==> src/rtl/ntt_pkg.sv <==
// Shared constants and coefficient type for the 4-point NTT over Z_257 (omega = 16).
// Also provides the single-subtraction input reduction used on raw 9-bit coefficients.
package ntt_pkg;
   localparam int COEF_W = 9;
   localparam int Q      = 257;
   localparam int OMEGA  = 16;
   localparam int N      = 4;

   typedef logic [COEF_W-1:0] coef_t;

   // Raw inputs span 0..511, so one conditional subtraction lands them in [0, 256].
   function automatic coef_t mod_reduce(input coef_t x);
      if (x >= coef_t'(Q))
         return x - coef_t'(Q);
      return x;
   endfunction
endpackage

==> src/rtl/ntt_bfly.sv <==
// Radix-2 butterfly over Z_257: o_sum = x + w*y, o_diff = x - w*y, with w = 16 when i_mul16 else 1.
// Operands are assumed already reduced into [0, 256]; results stay in that range.
module ntt_bfly
   import ntt_pkg::*;
(
   input  coef_t i_x,
   input  coef_t i_y,
   input  logic  i_mul16,
   output coef_t o_sum,
   output coef_t o_diff
);
   logic [12:0] w_prod;
   logic [7:0]  w_lo;
   logic [4:0]  w_hi;
   coef_t       w_m16;
   coef_t       w_wy;
   logic [9:0]  w_sum_ext;

   // y*16 mod 257 using 2^8 = -1: low byte minus the bits above it.
   assign w_prod = {i_y, 4'b0000};
   assign w_lo   = w_prod[7:0];
   assign w_hi   = w_prod[12:8];
   // The borrow branch wraps mod 512 internally but the true result is below 257.
   assign w_m16  = ({1'b0, w_lo} >= {4'b0000, w_hi})
                 ? ({1'b0, w_lo} - {4'b0000, w_hi})
                 : ({1'b0, w_lo} + coef_t'(Q) - {4'b0000, w_hi});

   assign w_wy = i_mul16 ? w_m16 : i_y;

   assign w_sum_ext = {1'b0, i_x} + {1'b0, w_wy};
   assign o_sum     = (w_sum_ext >= 10'(Q)) ? coef_t'(w_sum_ext - 10'(Q)) : coef_t'(w_sum_ext);
   assign o_diff    = (i_x >= w_wy) ? (i_x - w_wy) : (i_x + coef_t'(Q) - w_wy);
endmodule

==> src/rtl/ntt_4.sv <==
// 4-point forward NTT over Z_257, natural-order in and out, one result per clock.
// Define NTT4_PIPE_EN to register the first butterfly stage (latency 2 instead of 1).
module ntt_4
   import ntt_pkg::*;
(
   input  logic                clk,
   input  logic                rst,
   input  logic                in_valid,
   input  logic [N*COEF_W-1:0] a,
   output logic                out_valid,
   output logic [N*COEF_W-1:0] an
);
   coef_t w_a [N];
   coef_t w_A [N];
   coef_t w_t0, w_t1, w_t2, w_d13;
   coef_t w_s2_t0, w_s2_t1, w_s2_t2, w_s2_d13;
   logic  w_s2_valid;
   logic [N*COEF_W-1:0] w_an_next;
   logic [N*COEF_W-1:0] r_an;
   logic                r_out_valid;

   genvar gi;
   generate
      for (gi = 0; gi < N; gi++) begin : g_reduce
         assign w_a[gi] = mod_reduce(a[gi*COEF_W +: COEF_W]);
      end
   endgenerate

   // Stage 1 keeps a1 - a3 un-twiddled; the x16 is folded into the odd stage-2 butterfly.
   ntt_bfly u_bf_02 (
      .i_x    (w_a[0]),
      .i_y    (w_a[2]),
      .i_mul16(1'b0),
      .o_sum  (w_t0),
      .o_diff (w_t1)
   );

   ntt_bfly u_bf_13 (
      .i_x    (w_a[1]),
      .i_y    (w_a[3]),
      .i_mul16(1'b0),
      .o_sum  (w_t2),
      .o_diff (w_d13)
   );

`ifdef NTT4_PIPE_EN
   coef_t r_t0, r_t1, r_t2, r_d13;
   logic  r_valid1;

   always_ff @(posedge clk) begin
      if (rst) begin
         r_valid1 <= 1'b0;
         r_t0     <= '0;
         r_t1     <= '0;
         r_t2     <= '0;
         r_d13    <= '0;
      end else begin
         r_valid1 <= in_valid;
         if (in_valid) begin
            r_t0  <= w_t0;
            r_t1  <= w_t1;
            r_t2  <= w_t2;
            r_d13 <= w_d13;
         end
      end
   end

   assign w_s2_t0    = r_t0;
   assign w_s2_t1    = r_t1;
   assign w_s2_t2    = r_t2;
   assign w_s2_d13   = r_d13;
   assign w_s2_valid = r_valid1;
`else
   assign w_s2_t0    = w_t0;
   assign w_s2_t1    = w_t1;
   assign w_s2_t2    = w_t2;
   assign w_s2_d13   = w_d13;
   assign w_s2_valid = in_valid;
`endif

   ntt_bfly u_bf_even (
      .i_x    (w_s2_t0),
      .i_y    (w_s2_t2),
      .i_mul16(1'b0),
      .o_sum  (w_A[0]),
      .o_diff (w_A[2])
   );

   ntt_bfly u_bf_odd (
      .i_x    (w_s2_t1),
      .i_y    (w_s2_d13),
      .i_mul16(1'b1),
      .o_sum  (w_A[1]),
      .o_diff (w_A[3])
   );

   generate
      for (gi = 0; gi < N; gi++) begin : g_pack
         assign w_an_next[gi*COEF_W +: COEF_W] = w_A[gi];
      end
   endgenerate

   always_ff @(posedge clk) begin
      if (rst) begin
         r_out_valid <= 1'b0;
         r_an        <= '0;
      end else begin
         r_out_valid <= w_s2_valid;
         if (w_s2_valid)
            r_an <= w_an_next;
      end
   end

   assign out_valid = r_out_valid;
   assign an        = r_an;
endmodule

==> config.mk <==
export PLATFORM = sky130hd
export DESIGN_NAME = ntt_4
export DESIGN_NICKNAME = d
export VERILOG_FILES = /design/src/rtl/ntt_pkg.sv /design/src/rtl/ntt_bfly.sv /design/src/rtl/ntt_4.sv
export SDC_FILE = /design/constraint.sdc
export NUM_CORES = 1
export LEC_CHECK = 0
export ABC_AREA = 1
export CAP_MARGIN = 30
export CORE_MARGIN = 4
export CORE_UTILIZATION = 57
export CTS_CLUSTER_SIZE = 20
export DETAILED_ROUTE_END_ITERATION = 7
export PLACE_DENSITY_LB_ADDON = 0.15
export SYNTH_ARGS = -nofsm -noshare
export SYNTH_HDL_FRONTEND = slang
export SYNTH_HIERARCHICAL = 1
export SYNTH_SLANG_ARGS = --single-unit
==> constraint.sdc <==
create_clock -name clk -period 8.8 [get_ports clk]
set_input_delay 2.64 -clock clk [delete_from_list [all_inputs] [get_ports clk]]
set_output_delay 2.64 -clock clk [all_outputs]
set_load 0.005 [all_outputs]
Word-level counts from Yosys, hierarchy flattened
Cells that the tools add are included.
{ "totals": {"register_bits": 37, "in_bits": 39, "out_inout_bits": 37, "word_cells": 63} }
{ "classes": {"n_addsub": 27, "n_lt_le_gt_ge": 13, "mux": 21} }
{ "op_table": {"columns": ["op", "count"], "rows": [
  ["2-to-1 mux 9 bit", 17],
  ["subtractor 9 bit", 8],
  ["subtractor 9 bit (second input constant)", 8],
  ["adder 9 x 9 -> 10 bit", 4],
  [">= comparator 10 x 9 -> 1 bit (second input constant)", 4],
  ["adder 9 bit (second input constant)", 4],
  [">= comparator 9 bit", 4],
  [">= comparator 9 bit (second input constant)", 4],
  ["adder 8 x 9 -> 9 bit (second input constant)", 1],
  ["subtractor 8 x 5 -> 9 bit", 1],
  ["subtractor 9 x 5 -> 9 bit", 1],
  [">= comparator 8 x 5 -> 1 bit", 1],
  ["2-to-1 mux 1 bit", 4]
]} }

Logic depth before layout (Yosys ltp)
{ "logic_depth": {"depth_word": 12, "depth_mapped": 64, "mapped_depth_nobuf": 64} }

Hierarchy
The synthesis kept the hierarchy.
{ "modules_own_cells": {"columns": ["mod", "n_inst", "cells_per_inst", "area_per_inst_um2", "seq_area_each_um2"], "rows": [
  ["ntt_bfly at u_bf_02 ...", 2, 362, 2155.8, 0.0],
  ["ntt_4", 1, 423, 2566.2, 740.7],
  ["ntt_bfly at u_bf_odd", 1, 364, 2331.0, 0.0],
  ["ntt_bfly at u_bf_13", 1, 353, 2124.5, 0.0]
]} }

Worst setup path before layout
No wires, ideal clock.
{ "synth_path": {"kind": "in2reg", "start": "input a[28]", "end": "register r_an[34] (netlist: an[34])", "setup_ns": 0.132, "arrival_ns": 8.284, "required_ns": 8.668, "slack_ns": 0.384, "stages": 48, "path_buffers": 0, "cell_sequence": "inv_1 > ha_1 > inv_1 > nand3_4 > nor2_2 > nor2_2 > nand2_1 > nand2_1 > o21ai_0 > inv_1 > ha_1 > inv_1 > ha_1 > inv_1 > fa_1 > nor2_1 > o21ai_0 > nand2_1 > (+12 left out) > o21ai_0 > inv_1 > ha_1 > inv_2 > ha_1 > inv_1 > fa_1 > nor2_1 > o21ai_0 > nand2_1 > nand2_1 > nand2_1 > a21oi_1 > xor2_1 > nand2_1 > nand2_1 > nand2_1 > a21oi_1"} }
{ "synth_rtl": {"columns": ["element", "line_no", "text"], "rows": [
  ["from (decl)", "ntt_4.sv:9", "input logic [N*COEF_W-1:0] a,"],
  ["to (signal assigned)", "ntt_4.sv:110", "r_an <= w_an_next;"],
  ["to (decl)", "ntt_4.sv:19", "logic [N*COEF_W-1:0] r_an;"]
]} }

==> results.toml <==
[run_status]
status = "finished clean"

[timing]
setup_viol = 0
fin_crit_ns = 8.520
slew_viol_final = 0
final_hold_viol_count = 0
worstMarginPinSlew_ns = 0.6786
skew_ns = 0
rsz0062_at_grt = "yes"
fin_crit_sh = 0.9681
fmax_mhz = 117.4
relSlewSlack = 0.5428

[clock_tree]
clock_sinks = 37
ctsRootBufferMaster = "clkbuf_16"
cts_tree = "built"
clock_path_buffers = 2
htreeDepth = 2
cts_made_buffers = 5
worstSkewPairLatency_ns = 0.28
cts.clk_slew.worst_paths_ns = 0.06

[worst_setup_path]
path_common_cell = "nand2_1"
critPathArrivalTime_ns = 8.67
worstPathRequired_ns = 8.95
crit_buf_inv = 10
rrSetupSlack_ns = 8.14
crit_type = "input pin to register"
crit_family = "adder cells"
crit_fanout = 8
startpoint_type = "input pin"
setup.worst_path.end_class = "register"
max_stage_delay_ns = 0.59
slowest_stage = "fa_1"

[synthesis]
synth_compound_area_frac = 0.1164
ys.flop_type = "dfxtp_1"
ys_warn_count = 6
netlist_instances = 1864
postSynthAreaPerCell_sq_um = 6.080
yosys.area_share.simple = 0.3926
synth_area_sq_mm = 0.01133
synth-async-reset-ratio = 0
ys_ff_latch = 37
muxShareOfSynthArea = 0
synth.distinct_cells = 55
seq_area_frac_synth = 0.06536
synth_xor_area_frac = 0.07518
synth_top_family_by_area = "simple AND/OR/NAND/NOR gates"
synth_fa_ha_area_frac = 0.2093
synth_edf_count = 0

[final_layout]
n_antenna_cell = 0
drive_gt1_frac = 0.2060
postLayoutCoreUtil = 0.7122
n_fill_cell = 1730
layout_commonest_cell = "nand2_1"
design_area_sq_mm = 0.01391
layout_common_cells = "nand2_1 (559), inv_1 (299), buf_4 (155), nand3_1 (127), ha_1 (118)"
nets = 2284
area_delta_synth_final_pct = 22.71

[route]
drtIter0Drc = 534
ant_nets = 0
totalWireLength_microns = 30000
avgViaCountPerCell = 5.134
vias = 12030
detail_route.wl_per_cell_microns = 12.81
first_pass_iters = 6
drc_errors = 0

[global_route]
antenna_found_initial = 0
grt_util_all_layers = 0.2596
grt_pass1_wl_microns = 49670
grt_overflow = 0
first_global_vias = 11440
grt_max_degree = 38

[power_and_ir_drop]
peakVddDrop_uv = 253.6
power_density_mw_per_mm2 = 425.5
p_leak_uw = 0.007371
power_uw = 5917

[die]
die_height_microns = 149.0
die_w_microns = 149.0
row_count = 51
initial_utilization = 0.5804
io_pins = 76
die-area_sq_mm = 0.02220
core_area_sq_mm = 0.01953

[placed_design]
dp_hpwl_microns = 25720
gp_congestion = 0.9605
portBuffers = 75
place_area_sq_mm = 0.01332

[flow_run]
drv_cap = 0

[min_path]
worstHoldPathType = "register to register"
## path summary, 6_finish.rpt
| kind | cells past startpoint | to | startpoint |
|---|---|---|---|
| max | 44 | an[13]$_SDFFE_PP0P_ | a[28] |
| min | 2 | an[28]$_SDFFE_PP0P_ | an[28]$_SDFFE_PP0P_ |
| max reg2reg | 2 | an[15]$_SDFFE_PP0P_ | an[15]$_SDFFE_PP0P_ |
| min reg2reg | 2 | an[28]$_SDFFE_PP0P_ | an[28]$_SDFFE_PP0P_ |
## registers in the layout, summed over array words and instances, names as in the netlist
name	cells
an	36
out_valid	1
## cell families (layout without fill, tap and decap cells)
logic type / after synthesis / count (layout)
DFF: 37 / 37
xor gates and xnor gates: 93 / 93
and+or+nand+nor: 955 / 956
buffers and inverters: 385 / 590
AOI/OAI and AO/OA: 224 / 224
other: 2 / 10
adders and majority gates: 168 / 168
## layout make-up
type	count	area [sq um]	area share
multi-input cells	1451	9370	0.6738
repair buffers	233	1968	0.1415
inverters	349	1320	0.09492
flip-flops and latches	37	740.7	0.05326
well taps	265	331.6	0.02384
clock buffers	6	138.9	0.009986
clock inverters	2	37.54	0.002699
## per-stage QoR
step / hold slack (ns) / instances / worst slack [ns] / setup TNS, ns
final: 0.4605 / 2343 / 0.2804 / 0
after global routing: 0.4815 / 2343 / -0.1047 / -0.6528
after CTS: 0.4623 / 2334 / 0.03612 / 0
after detailed placement: 0.4541 / 2326 / -0.2662 / -3.010
after global placement: 0.4477 / 2326 / -0.02779 / -0.08436
after floorplan: 0.4555 / 1872 / 0.3840 / 0
## cell usage after synthesis, drive strengths merged (17+ instances only)
master,number,area [sq um]
fa,36,720.7
xor2,67,605.6
nand2,621,2549
dfxtp,37,740.7
xnor2,26,246.5
o21ai,102,574.3
nor2,134,665.6
a21oi,81,435.4
inv,349,1320
nand4,22,150.1
nor3,17,105.1
ha,132,1652
buf,29,226.5
nand3,150,900.9
## routing by layer
layer	share of wire	up-vias	track usage	wire [microns]
met5	0	-	0	0
met4	0.027	0	0.08650	802
met3	0.033	64	0.01124	1003
met2	0.52	297	0.5060	15550
met1	0.42	5446	0.3008	12650
li1	-	6223	-	-
## power by group
group          internal, uW  switching [uW]  total (uW)
logic                  2300            3170        5470
registers               219            24.4         244
clock network           141            65.1         206
total                  2660            3260        5920
## repair_timing
item | 4_1_cts | 5_1_grt
buffers inserted | 0 | 8
hold buffers | 0 | 0
endpoints found under the setup margin | 0 | 31
hold endpoints to repair | 0 | 0
gates resized for setup | 0 | 103
## tightest hold or removal path, cell delays in order (launching register included)
cell and delay (ns):
dfxtp_1 0.31, nand2_1 0.06, a21oi_1 0.05
Note: power is estimated with default switching activity, not from simulation.
